## src/rtl/controller_modulo_if.sv

```systemverilog
// Control bus between the modulo sequencer and its surroundings.
// Carries the start/busy/done/error handshake, the iteration count and
// every datapath strobe/select. The abort input exists only when
// MODULO_ABORT_EN is defined.
interface controller_modulo_if;
  logic        start;
  logic        valid;
  logic        busy;
  logic        done;
  logic        error;
  logic [15:0] iter_cnt;
  logic [2:0]  alu_mode;
  logic        wren_update_zahlen;
  logic        wren_zahl1_to_erg;
  logic        wren_res_to_erg;
  logic        wren_term_erg;
  logic        erg_to_alu_a;
  logic        zahl2_to_alu_b;
  logic        check_for_termination;
`ifdef MODULO_ABORT_EN
  logic        abort;
`endif

  // Sequencer side.
  modport master (
`ifdef MODULO_ABORT_EN
    input  abort,
`endif
    input  start, valid,
    output busy, done, error, iter_cnt, alu_mode,
    output wren_update_zahlen, wren_zahl1_to_erg, wren_res_to_erg, wren_term_erg,
    output erg_to_alu_a, zahl2_to_alu_b, check_for_termination
  );

  // Host and datapath side.
  modport slave (
`ifdef MODULO_ABORT_EN
    output abort,
`endif
    output start, valid,
    input  busy, done, error, iter_cnt, alu_mode,
    input  wren_update_zahlen, wren_zahl1_to_erg, wren_res_to_erg, wren_term_erg,
    input  erg_to_alu_a, zahl2_to_alu_b, check_for_termination
  );
endinterface

```

## src/rtl/controller_modulo.sv

```systemverilog
// Sequencer for datapath_modulo: Zahl1 mod Zahl2 by repeated
// compare (a < b) and subtract (a - b), with an iteration watchdog.
// Optional feature macro: MODULO_ABORT_EN (adds bus.abort, which forces
// ERR from any working state).
module controller_modulo #(
  parameter int          ALU_LAT      = 2,
  parameter logic [2:0]  ALU_MODE_SUB = 3'd1,
  parameter logic [2:0]  ALU_MODE_LT  = 3'd2,
  parameter logic [15:0] MAX_ITER     = 16'd65535
) (
  input logic                 clk,
  input logic                 rst_ni,
  controller_modulo_if.master bus
);

  typedef enum logic [3:0] {
    S_IDLE, S_LOAD, S_INIT, S_CMP, S_CMP_WB,
    S_CHECK, S_SUB, S_SUB_WB, S_DONE, S_ERR
  } state_t;

  // All registered outputs, decoded together from the state being entered.
  typedef struct packed {
    logic       busy;
    logic       done;
    logic       error;
    logic [2:0] alu_mode;
    logic       wren_update_zahlen;
    logic       wren_zahl1_to_erg;
    logic       wren_res_to_erg;
    logic       wren_term_erg;
    logic       erg_to_alu_a;
    logic       zahl2_to_alu_b;
    logic       check_for_termination;
  } ctrl_t;

  localparam int                WAIT_W    = (ALU_LAT > 1) ? $clog2(ALU_LAT) : 1;
  localparam logic [WAIT_W-1:0] WAIT_LAST = WAIT_W'(ALU_LAT - 1);

  state_t            state, state_next;
  logic [WAIT_W-1:0] wait_cnt;
  logic [15:0]       iter_cnt;
  ctrl_t             ctrl_q;

  // Moore decode of a state into its strobe set.
  function automatic ctrl_t decode(input state_t s);
    ctrl_t c;
    c      = '0;
    c.busy = (s != S_IDLE);
    unique case (s)
      S_LOAD:   c.wren_update_zahlen = 1'b1;
      S_INIT:   c.wren_zahl1_to_erg  = 1'b1;
      S_CMP: begin
        c.alu_mode       = ALU_MODE_LT;
        c.erg_to_alu_a   = 1'b1;
        c.zahl2_to_alu_b = 1'b1;
      end
      S_CMP_WB: begin
        c.alu_mode       = ALU_MODE_LT;
        c.erg_to_alu_a   = 1'b1;
        c.zahl2_to_alu_b = 1'b1;
        c.wren_term_erg  = 1'b1;
      end
      S_CHECK:  c.check_for_termination = 1'b1;
      S_SUB: begin
        c.alu_mode       = ALU_MODE_SUB;
        c.erg_to_alu_a   = 1'b1;
        c.zahl2_to_alu_b = 1'b1;
      end
      S_SUB_WB: begin
        c.alu_mode        = ALU_MODE_SUB;
        c.erg_to_alu_a    = 1'b1;
        c.zahl2_to_alu_b  = 1'b1;
        c.wren_res_to_erg = 1'b1;
      end
      S_DONE:   c.done  = 1'b1;
      S_ERR:    c.error = 1'b1;
      default:  ;
    endcase
    return c;
  endfunction

  // Next-state logic.
  always_comb begin
    // NOTE: default first so no path leaves state_next unassigned (no latch).
    state_next = state;
    unique case (state)
      S_IDLE:   if (bus.start) state_next = S_LOAD;
      S_LOAD:   state_next = S_INIT;
      S_INIT:   state_next = S_CMP;
      S_CMP:    if (wait_cnt == WAIT_LAST) state_next = S_CMP_WB;
      S_CMP_WB: state_next = S_CHECK;
      S_CHECK: begin
        if (bus.valid)                 state_next = S_DONE;
        else if (iter_cnt == MAX_ITER) state_next = S_ERR;
        else                           state_next = S_SUB;
      end
      S_SUB:    if (wait_cnt == WAIT_LAST) state_next = S_SUB_WB;
      S_SUB_WB: state_next = S_CMP;
      S_DONE:   state_next = S_IDLE;
      S_ERR:    state_next = S_IDLE;
      default:  state_next = S_IDLE;
    endcase
`ifdef MODULO_ABORT_EN
    if (bus.abort && (state inside {S_LOAD, S_INIT, S_CMP, S_CMP_WB,
                                    S_CHECK, S_SUB, S_SUB_WB})) begin
      state_next = S_ERR;
    end
`endif
  end

  // State, ALU wait counter, iteration counter and registered outputs.
  always_ff @(posedge clk or negedge rst_ni) begin
    if (!rst_ni) begin
      state    <= S_IDLE;
      wait_cnt <= '0;
      iter_cnt <= '0;
      ctrl_q   <= '0;
    end else begin
      // NOTE: non-blocking everywhere here so every register sees pre-edge values.
      state  <= state_next;
      ctrl_q <= decode(state_next);

      if ((state == S_CMP || state == S_SUB) && state_next == state)
        wait_cnt <= wait_cnt + 1'b1;
      else
        wait_cnt <= '0;

      if (state == S_LOAD)
        iter_cnt <= '0;
      else if (state == S_SUB_WB && state_next == S_CMP && iter_cnt != MAX_ITER)
        iter_cnt <= iter_cnt + 16'd1;
    end
  end

  assign bus.busy                  = ctrl_q.busy;
  assign bus.done                  = ctrl_q.done;
  assign bus.error                 = ctrl_q.error;
  assign bus.iter_cnt              = iter_cnt;
  assign bus.alu_mode              = ctrl_q.alu_mode;
  assign bus.wren_update_zahlen    = ctrl_q.wren_update_zahlen;
  assign bus.wren_zahl1_to_erg     = ctrl_q.wren_zahl1_to_erg;
  assign bus.wren_res_to_erg       = ctrl_q.wren_res_to_erg;
  assign bus.wren_term_erg         = ctrl_q.wren_term_erg;
  assign bus.erg_to_alu_a          = ctrl_q.erg_to_alu_a;
  assign bus.zahl2_to_alu_b        = ctrl_q.zahl2_to_alu_b;
  assign bus.check_for_termination = ctrl_q.check_for_termination;

endmodule
```

## src/flat_wrapper.sv

```systemverilog
// flat-port wrapper written by rule: the top's interface ports become plain ports
module controller_modulo_flat 
#(
  parameter int          ALU_LAT      = 2,
  parameter logic [2:0]  ALU_MODE_SUB = 3'd1,
  parameter logic [2:0]  ALU_MODE_LT  = 3'd2,
  parameter logic [15:0] MAX_ITER     = 16'd65535
)
  (clk, rst_ni, bus_start, bus_valid, bus_busy, bus_done, bus_error, bus_iter_cnt, bus_alu_mode, bus_wren_update_zahlen, bus_wren_zahl1_to_erg, bus_wren_res_to_erg, bus_wren_term_erg, bus_erg_to_alu_a, bus_zahl2_to_alu_b, bus_check_for_termination);
  controller_modulo_if bus_i ();
  input logic clk;
  input logic rst_ni;
  input wire logic [$bits(bus_i.start)-1:0] bus_start;
  input wire logic [$bits(bus_i.valid)-1:0] bus_valid;
  output wire logic [$bits(bus_i.busy)-1:0] bus_busy;
  output wire logic [$bits(bus_i.done)-1:0] bus_done;
  output wire logic [$bits(bus_i.error)-1:0] bus_error;
  output wire logic [$bits(bus_i.iter_cnt)-1:0] bus_iter_cnt;
  output wire logic [$bits(bus_i.alu_mode)-1:0] bus_alu_mode;
  output wire logic [$bits(bus_i.wren_update_zahlen)-1:0] bus_wren_update_zahlen;
  output wire logic [$bits(bus_i.wren_zahl1_to_erg)-1:0] bus_wren_zahl1_to_erg;
  output wire logic [$bits(bus_i.wren_res_to_erg)-1:0] bus_wren_res_to_erg;
  output wire logic [$bits(bus_i.wren_term_erg)-1:0] bus_wren_term_erg;
  output wire logic [$bits(bus_i.erg_to_alu_a)-1:0] bus_erg_to_alu_a;
  output wire logic [$bits(bus_i.zahl2_to_alu_b)-1:0] bus_zahl2_to_alu_b;
  output wire logic [$bits(bus_i.check_for_termination)-1:0] bus_check_for_termination;
  assign bus_i.start = bus_start;
  assign bus_i.valid = bus_valid;
  assign bus_busy = bus_i.busy;
  assign bus_done = bus_i.done;
  assign bus_error = bus_i.error;
  assign bus_iter_cnt = bus_i.iter_cnt;
  assign bus_alu_mode = bus_i.alu_mode;
  assign bus_wren_update_zahlen = bus_i.wren_update_zahlen;
  assign bus_wren_zahl1_to_erg = bus_i.wren_zahl1_to_erg;
  assign bus_wren_res_to_erg = bus_i.wren_res_to_erg;
  assign bus_wren_term_erg = bus_i.wren_term_erg;
  assign bus_erg_to_alu_a = bus_i.erg_to_alu_a;
  assign bus_zahl2_to_alu_b = bus_i.zahl2_to_alu_b;
  assign bus_check_for_termination = bus_i.check_for_termination;
  controller_modulo #(.ALU_LAT(ALU_LAT), .ALU_MODE_SUB(ALU_MODE_SUB), .ALU_MODE_LT(ALU_MODE_LT), .MAX_ITER(MAX_ITER)) u_core (.clk(clk), .rst_ni(rst_ni), .bus(bus_i));
endmodule
```

## config.mk

```make
export PLATFORM = sky130hd
export DESIGN_NAME = controller_modulo_flat
export DESIGN_NICKNAME = d
export VERILOG_FILES = /design/src/rtl/controller_modulo_if.sv /design/src/rtl/controller_modulo.sv /design/src/flat_wrapper.sv
export SDC_FILE = /design/constraint.sdc
export NUM_CORES = 1
export LEC_CHECK = 0
export ABC_CLOCK_PERIOD_IN_PS = 4600
export CORE_UTILIZATION = 54
export DETAILED_ROUTE_END_ITERATION = 16
export PLACE_DENSITY = 0.84
export SKIP_CTS_REPAIR_TIMING = 1
export SYNTH_ARGS = -nofsm -noshare
export SYNTH_HDL_FRONTEND = slang
export SYNTH_SLANG_ARGS = --single-unit
```

## constraint.sdc

```tcl
create_clock -name clk -period 4.6 [get_ports clk]
set_clock_uncertainty 0.1 [all_clocks]
set_input_delay 0.92 -clock clk [delete_from_list [all_inputs] [get_ports clk]]
set_output_delay 0.92 -clock clk [all_outputs]
set_load 0.05 [all_outputs]
```

* Word level (Yosys, flattened, before mapping)
Index checks and enable logic that the tools add are counted.
** Storage, ports and cells
- Flip-flop bits (word level) :: 33
- Bits of input ports :: 4
- Output and inout bits :: 29
- Logic and storage cells :: 64
** Operators by class
- $add $sub $neg :: 2
- Equal/unequal tests :: 19
- Multiplexer cells :: 18
- Reduce and logical (&&, ||, !) cells :: 11
** Operators with widths (number)
- $eq 4x3->1 const B :: 8
- $mux 16 :: 2
- $pmux 4 s7 :: 1
- $mux 4 :: 5
- $add 16x1->16 const B :: 1
- $eq 16x16->1 const B :: 1
- $eq 4x2->1 const B :: 4
- $ne 16x16->1 const B :: 1
- $eq 4x1->1 const B :: 2
- $eq 4x4->1 const B :: 2
- $mux 1 :: 8
- $reduce_or 2->1 :: 3
- $eq 4x4->1 :: 1
- $logic_not 4->1 :: 1
- $pmux 2 s2 :: 1
- $reduce_bool 4->1 :: 1
- $reduce_or 4->1 :: 1
- $logic_and 1x1->1 :: 3
- $mux 2 :: 1
- $reduce_bool 2->1 :: 1
- $add 1x1->1 const B :: 1
- $logic_or 1x1->1 :: 1

* Logic depth before layout (Yosys ltp)
- Depth in word-level cells :: 9
- Mapped depth :: 6
- Depth with buffers taken out :: 5

* Worst setup path after synthesis
No wires, ideal clock.
- Path type :: reg-to-reg
- From :: register u_core.iter_cnt[0] (netlist: u_core.bus.iter_cnt[0])
- To :: register u_core.iter_cnt[1] (netlist: u_core.bus.iter_cnt[1])
- Library setup time :: 0.132 ns
- Arrival time :: 2.028 ns
- Data required time :: 4.368 ns
- Slack :: 2.341 ns
- Stages on the path, launching flop included :: 7
- Path buffers :: 1
- Clock period less this slack :: 2.259 ns
- Cell sequence :: dfrtp_1 > ha_1 > nand3_1 > o41ai_2 > buf_6 > mux2i_1 > nor2_1
** Between the ends
- Longest elaborated chain between the ends :: 8
- Elaborated cells on any way between the ends :: 12
- Classes of those cells :: add/sub (1); eq/ne (3); mux (5); reduce/logical (3)
** RTL lines
- from (decl) :: RTL line controller_modulo.sv:41 : logic [15:0] iter_cnt;
- from (signal assigned) :: RTL line controller_modulo.sv:131 : iter_cnt <= iter_cnt + 16'd1;
- $eq 16x16->1 :: RTL line controller_modulo.sv:94 : else if (iter_cnt == MAX_ITER) state_next = S_ERR;
- $mux 4 :: RTL line controller_modulo.sv:94
- $mux 4 :: RTL line controller_modulo.sv:93 : if (bus.valid) state_next = S_DONE;
- $pmux 4 s7 :: RTL line controller_modulo.sv:86 : unique case (state)
- $eq 4x2->1 :: RTL line controller_modulo.sv:130 : else if (state == S_SUB_WB && state_next == S_CMP && iter_cnt != MAX_ITER)
- $logic_and 1x1->1 (2 in series) :: RTL line controller_modulo.sv:130
- $reduce_bool 2->1 (no source line)
Parallel ways exist; a longest one is shown, timed or not. The select of a mux whose other input is x is not followed.
A chain may end at the register's enable or synchronous reset.

* Worst setup path in the final report
- From :: register u_core.iter_cnt[4] (netlist: u_core.bus.iter_cnt[4])
- To :: output bus_iter_cnt[4]
** RTL lines
- to (decl) :: RTL line flat_wrapper.sv:18 : output wire logic [$bits(bus_i.iter_cnt)-1:0] bus_iter_cnt;
No word-level cell between the ends.

==> flow_summary.json <==
{
  "status": "finished, final reports clean",
  "antenna_found_initial": 0,
  "cp_top_family": "buffers and inverters",
  "power-per-cell-area_nw_per_um2": 457.5,
  "drc": 0,
  "nFillCells": 223,
  "p_leak_nw": 0.8111,
  "gr-total-overflow": 0,
  "syn_nets": 165,
  "fp.dieArea_um2": 3149,
  "slowest_delay_ns": 0.84,
  "path_class": "reg2out",
  "clk_pin_slew_ns": 0.10,
  "peakVddDrop_v": 0.0005931,
  "synth_edf_count": 0,
  "cts_tree": "built",
  "p_clk_share_pct": 18.8,
  "period_share_pct": 57.96,
  "cts_buffer_depth": 2,
  "avgRoutedWirePerCell_um": 15.29,
  "die-height_um": 56.12,
  "cp_max_fo": 7,
  "synthFlopType": "dfrtp_1",
  "num_vias": 1364,
  "via_per_inst": 6.117,
  "p_int_w": 0.0005098,
  "grtUsageTotal_pct": 23.33,
  "synth.top_cell.area_share_pct": 50.63,
  "cts.sinks": 32,
  "io_pins": 33,
  "crit_chain": "clkdlybuf4s50_1",
  "drv_cap": 0,
  "synth_area_leaders": "dfrtp_1 (51%), o31ai_1 (4.7%), or4_1 (4.3%), a21oi_1 (4.1%), nor2_1 (3.1%)",
  "yosys_register_bits": 32,
  "synthCells": 160,
  "ys_seq_area_share_pct": 50.63,
  "fmax_mhz": 375.1,
  "fin_crit_ns": 2.666,
  "gp_congestion": 0.8176,
  "yosysUniqueCellTypes": 41,
  "pwr-share-comb_pct": 38.5,
  "place_area_um2": 1892,
  "numCtsBuffers": 5,
  "cts_max_level": 2,
  "rsz0062_at_grt": "false",
  "fin_ws_ns": 1.934,
  "arrival_ns": 1.65,
  "worst_skew_pair.late_latency_ns": 0.33,
  "start_kind": "register",
  "max_slew_margin_pct": 56.12,
  "tightest_slew_ns": 0.6531,
  "switching_share_pct": 42.95,
  "antenna_cells": 0,
  "avgSynthCellArea_um2": 9.884,
  "critPathBufInv": 1,
  "hold_viol_final": 0,
  "fp-row-count": 19,
  "area_growth_pct": 23.50,
  "maxSlewViolCount": 0,
  "grt_max_degree": 33,
  "cp-end-kind": "primary output",
  "drt_pass1_iterations": 5,
  "drt-total-wl_um": 3410,
  "synth-async-reset-ratio_pct": 100.0,
  "synth_warnings": 0,
  "crit_required_ns": 3.58,
  "dp_hpwl_um": 2346,
  "setup_viol": 0,
  "nets": 196,
  "layout_commonest_cell": "dfrtp_1",
  "grt_first_pass_wirelength_um": 5747,
  "finish.instance_area_um2": 1953,
  "grt_pass1_vias": 1304,
  "coreArea_um2": 2758,
  "die_x_um": 56.12,
  "min_path_type": "reg2reg",
  "synth_largest_area_cell": "dfrtp_1",
  "p_switching_w": 0.0003837,
  "drive_gt1_share_pct": 8.333,
  "dp_slack_ns": 2.288,
  "io_buffers": 31,
  "syn-cell-area_um2": 1582,
  "fin_util_pct": 70.83,
  "cp_slowest_cell": "clkdlybuf4s50_1",
  "drt_iter0_drc": 48,
  "cts-root-buf": "clkbuf_4",
  "pwr-share-seq_pct": 42.7,
  "ant_nets": 0,
  "initial_core_util_pct": 57.35,
  "layout_common_cells": "dfrtp_1 (32), clkdlybuf4s50_1 (31), nor2_1 (13), a21oi_1 (13), o31ai_1 (10)",
  "finalSetupTns_ns": 0
}
[power groups by stage]
| stage | sequential [W] | combinational [W] | clock (W) |
|---|---|---|---|
| floorplan | 0.000470 | 0.000164 | 0 |
| detailed placement | 0.000387 | 0.000346 | 0 |
| global placement | 0.000384 | 0.000340 | 0 |
| CTS | 0.000381 | 0.000347 | 0.000172 |
| finish | 0.000382 | 0.000344 | 0.000168 |
| global route | 0.000390 | 0.000371 | 0.000179 |
[per-stage QoR]
step / std cells / hold slack (ns) / total power, W
floorplan: 160 / 0.3595 / 0.0006341
global placement: 215 / 0.4078 / 0.0007238
detailed placement: 215 / 0.4147 / 0.0007331
CTS: 223 / 0.4318 / 0.0008997
global route: 223 / 0.4581 / 0.0009401
finish: 223 / 0.4374 / 0.0008935
[path summary, 6_finish.rpt]
path	slack (ns)	to	startpoint	cells past startpoint
setup / recovery	1.93	bus_iter_cnt[4]	u_core.bus.iter_cnt[4]	1
hold / removal	0.44	u_core.wait_cnt	u_core.wait_cnt	1
setup reg to reg	2.52	u_core.state[2]	u_core.state[0]	4
hold reg to reg	0.44	u_core.wait_cnt	u_core.wait_cnt	1
max in group asynchronous	3.23	u_core.state[0]	rst_ni	2
min in group asynchronous	0.87	u_core.bus.busy	rst_ni	2
[registers in the layout (all words and copies together), names as in the netlist]
register / flops
u_core.bus.check_for_termination: 1
u_core.bus.wren_zahl1_to_erg: 1
u_core.bus.alu_mode: 2
u_core.bus.wren_res_to_erg: 1
u_core.wait_cnt: 1
u_core.bus.busy: 1
u_core.bus.iter_cnt: 16
u_core.bus.done: 1
u_core.bus.error: 1
u_core.bus.wren_term_erg: 1
u_core.state: 4
u_core.bus.wren_update_zahlen: 1
u_core.bus.erg_to_alu_a: 1
[worst register-to-register path: stages, from the launching register on]
cell      delay [ns]
dfrtp_1         0.61
inv_1           0.14
or4_1           0.59
or3_1           0.41
o311ai_0        0.13
[cells by family (layout without fill, tap and decap cells)]
family                     after synthesis  after routing  share of synthesized area (%)
and+or+nand+nor                         70             70                          26.34
AOI/OAI and AO/OA                       35             35                          14.40
DFF                                     32             32                          50.63
buffers and inverters                   17             49                          5.301
xor gates and xnor gates                 3              3                          1.662
adders and majority gates                1              1                         0.7910
other                                    1              1                         0.2371
muxes                                    1              1                         0.6329
[layer usage]
layer	GRT usage (%)	vias to the layer above	wire length, um
met5	0	-	0
met4	9.756	0	51
met3	5.116	9	175
met2	38.27	51	1691
met1	29.92	648	1492
li1	-	656	-
[synthesized netlist by cell type, types with 4 or more instances]
library cell and count:
or3_1 5, nand2_1 9, or4_1 9, nor2_1 13, nand3_1 7, dfrtp_1 32
a21oi_1 13, o31ai_1 10, inv_1 8, nor4_1 4, nand4_1 4
[layout make-up]
class / count / area (um^2) / share of cell area [%]
inverter: 8 / 30.03 / 1.537
timing repair buffer: 33 / 325.3 / 16.66
tap: 31 / 38.79 / 1.986
sequential: 32 / 800.8 / 41.00
clock buffer: 6 / 51.30 / 2.627
multi-input combinational: 111 / 696.9 / 35.68
clock inverter: 2 / 10.01 / 0.5125
Power figures use the tool's default switching activity.
